$ cat config.mk
export PLATFORM = sky130hd
export DESIGN_NAME = up_down_counter_param
export DESIGN_NICKNAME = d
export VERILOG_FILES = /design/src/rtl/up_down_counter_param.sv
export SDC_FILE = /design/constraint.sdc
export NUM_CORES = 1
export LEC_CHECK = 0
export ABC_AREA = 1
export CORE_AREA = 10 10 47 49
export CTS_BUF_LIST = sky130_fd_sc_hd__clkbuf_4 sky130_fd_sc_hd__clkbuf_8
export DETAILED_ROUTE_END_ITERATION = 7
export DIE_AREA = 0 0 57 59
export GPL_TIMING_DRIVEN = 0
export SYNTH_ARGS = -nofsm -noshare
export SYNTH_HDL_FRONTEND = slang
export SYNTH_SLANG_ARGS = --single-unit
export TNS_END_PERCENT = 5
$ cat constraint.sdc
create_clock -name clk -period 2.18 [get_ports clk]
set_clock_uncertainty 0.2 [all_clocks]
set_input_delay 0.327 -clock clk [delete_from_list [all_inputs] [get_ports clk]]
set_output_delay 0.327 -clock clk [all_outputs]
set_load 0.1 [all_outputs]
$ cat src/rtl/up_down_counter_param.sv
// up_down_counter_param: modulo-N up/down counter with clock prescaler, parallel load, wrap/saturate ends and terminal flags.
// Define UDC_OVF_STICKY_EN to build the sticky overflow flag; otherwise ovf_stky is a constant 0.
module up_down_counter_param #(
    parameter int     WIDTH    = 4,
    parameter longint MODULO   = 16,
    parameter int     PRESCALE = 1,
    parameter bit     SATURATE = 1'b0
) (
    input  logic             clk,
    input  logic             reset,
    input  logic             en,
    input  logic             up,
    input  logic             load,
    input  logic [WIDTH-1:0] load_val,
    output logic [WIDTH-1:0] q,
    output logic             tc,
    output logic             wrap,
    output logic             ovf_stky
);

    localparam int               PW    = (PRESCALE > 1) ? $clog2(PRESCALE) : 1;
    localparam logic [WIDTH-1:0] MAXV  = WIDTH'(MODULO - 1);
    localparam logic [PW-1:0]    PLAST = PW'(PRESCALE - 1);

    logic [PW-1:0]    presc;
    logic             step;
    logic             terminal;
    logic [WIDTH-1:0] q_next;
    logic [WIDTH-1:0] load_clamped;

    assign step         = en & (presc == PLAST);
    assign terminal     = up ? (q == MAXV) : (q == '0);
    assign tc           = step & terminal;
    assign load_clamped = (load_val > MAXV) ? MAXV : load_val;

    // Range ends either wrap around or hold, depending on SATURATE.
    always_comb begin
        q_next = q;
        if (up) begin
            if (q == MAXV) q_next = SATURATE ? MAXV : '0;
            else           q_next = q + 1'b1;
        end else begin
            if (q == '0)   q_next = SATURATE ? '0 : MAXV;
            else           q_next = q - 1'b1;
        end
    end

    always_ff @(posedge clk) begin
        if (reset) begin
            q     <= '0;
            presc <= '0;
            wrap  <= 1'b0;
        end else if (load) begin
            q     <= load_clamped;
            presc <= '0;
            wrap  <= 1'b0;
        end else begin
            // tc is already gated by en, so wrap drops to 0 on idle cycles.
            wrap <= tc;
            if (en) begin
                if (step) begin
                    presc <= '0;
                    q     <= q_next;
                end else begin
                    presc <= presc + 1'b1;
                end
            end
        end
    end

`ifdef UDC_OVF_STICKY_EN
    always_ff @(posedge clk) begin
        if (reset || load) ovf_stky <= 1'b0;
        else if (tc)       ovf_stky <= 1'b1;
    end
`else
    assign ovf_stky = 1'b0;
`endif

endmodule

==> metrics <==
status=complete, no violations; FF-to-FF End=q[2]; cell area after synthesis=445 um2; R2R Path Start=q[0]; worst vdd ir=332 uV; # rows=14; Remaining Overflow, GRT=0; Lkg Pwr=0.297 nW; pin count of the biggest net entering global routing=9; vias in the first global route=519; CP peak stage delay=370 ps; ANT nets after route=0; max frequency=0.481 GHz; PnR worst setup slack=101 ps; total power=0.393 mW; crit path launch type=flop; aggregate global-route resource usage=8.09%; Slew Viols, Final=0; max-cap viol count=0; synthesized instance count=67; Worst EP arrival=1550 ps; via count=485; Avg Cell Area, Syn=6.65 um2; crit path from=q[0]; clock buffer depth=2; Post-synth EDFFs=0; vias per cell=4.85; area grow syn2layout=48.6%; DRT iter0 DRCs=13; Rel. slew slack=36.2%; drt drc=0; Commonest cells post-synth=nand2_1, inv_1, dfxtp_1; Synth cell types=24; CP max stage cell=dfxtp_4; Syn. warnings=0; Crit. End Element=output port; drt wl/cell=12.0 um; Num CTS Buffers=3; Top FF cell, synth=dfxtp_1; CTS tree=done; most common cell in the netlist=nand2_1; Worst Tran Pin Value=961 ps; Final #Nets=97; share of cells above drive strength 1=23.8%; Async S/R FF share, synth=0%; Period Utilization, post-route=95.4%; Yosys reg bits=6; H-tree Lvls=1; Crit Path Class=flop to output port; clock root buffer master=clkbuf_4; Hold WS=244 ps; final WL=1200 um; Worst Hold Class=flop to flop; Cell Pwr Density=594 mW/mm2; RSZ-0062 raised after global routing=false; Hold Vio Cnt, Final=0; Final Util=47.2%; main area contributors after synthesis=dfxtp_1, nand2_1, inv_1; first-pass GRT wire length=2140 um; DRT Pass-1 Iters=4; Required @ worst endpoint=1650 ps; die area=0.00336 mm2; final worst path period need=2080 ps; hold_buf cts=0; Die W=57 um; crit path to=tc; critical path fanouts, max=6; PortBufs=14; endpoints failing setup=0; Post-CTS Setup Bufs=0; total core area=0.00140 mm2; Ports=16; ANT cells=0; cell taking the most area after synthesis=dfxtp_1; DP Wirelength=967 um; reg-to-reg setup timing slack=700 ps; clock sink count=6; clock slew at reported path FFs=50 ps; Synth top area share=27.0%; syn_nets=78; initial antenna violation count=0; reg2reg path depth=7; post-synthesis sequential area ratio=27.0%; crit path cell chain=inv_2 -> ha_1 -> inv_1 -> nor3_2 -> nor2_1 -> nor3_4 -> buf_6; Setup WS pre-CTS=-717 ps; Initial Util=31.8%; Worst-Skew Late Latency=250 ps; height of the die=59 um; GPL Wtd Cong=0.795
## layer usage
layer  vias up  track usage [%]  share of wire, %
met5         -                0                 0
met4         0             4.03               1.9
met3         4             4.94               5.9
met2         9             14.6                52
met1       222             6.90                40
li1        250                -                 -
## cell families after synthesis
| group | count (synthesis) | share of synthesized area, % |
|---|---|---|
| fa+ha+maj | 2 | 5.62 |
| xor+xnor | 2 | 3.93 |
| simple gates | 35 | 39.0 |
| compound gates | 8 | 10.1 |
| other cells | 1 | 0.842 |
| flops | 6 | 27.0 |
| buf+inv | 13 | 13.5 |
## through the flow
stage / area, um2 / instances / setup TNS, ps
after floorplan: 484 / 67 / -104
after global placement: 644 / 97 / -722
after detailed placement: 644 / 97 / -717
after CTS: 658 / 100 / 0
after global routing: 662 / 100 / 0
final: 662 / 100 / 0
## what timing repair did
| item | in CTS | in global routing |
|---|---|---|
| hold endpoints to repair | 0 | 0 |
| setup endpoints to repair | 6 | 1 |
| resized for setup | 11 | 1 |
## worst max-delay path: cells and delay by family (launching register included)
family                     cells  cell delay [ps]
and+or+nand+nor                3              370
DFF                            1              370
buffers and inverters          3              380
adders and majority gates      1              170
## final cells by class
type | instances | area (um2)
tap | 16 | 20.0
inverter | 11 | 41.3
sequential | 6 | 135
fill | 160 | 739
buffer | 2 | 18.8
clock buffer | 3 | 22.5
multi-input combinational | 48 | 289
timing repair buffer | 14 | 135
## worst min path at each step
stage | startpoint | endpoint | depth (start not counted)
global placement | presc | presc | 2
global route | presc | presc | 2
detailed placement | presc | presc | 2
floorplan | reset | q[0] | 1
CTS | presc | presc | 2
finish | presc | presc | 2
## flip-flops by register name (all words and copies together), names as in the netlist
name   flops
q          4
presc      1
wrap       1
## cells in the final DEF, fill, tap and decap left out, drive strengths merged
cell type,Yosys,layout
nand4,1,1
a31oi,2,2
buf,2,3
clkbuf,0,3
a21oi,3,3
nor2,5,5
nor3,3,3
o21ai,2,2
nand3,6,6
or2,1,1
nand2,18,18
dlygate4sd2,0,5
inv,11,11
xnor2,1,1
xor2,1,1
ha,2,2
nor4,1,1
conb,1,1
dfxtp,6,6
o211ai,1,1
clkdlybuf4s50,0,8
## power by group
group	internal [mW]	total [mW]	leakage [nW]	switching, mW
Combinational	0.0490	0.158	0.231	0.109
Sequential	0.116	0.128	0.0518	0.0122
Clock	0.0626	0.107	0.0138	0.0448
(Power assumes the default switching activity.)
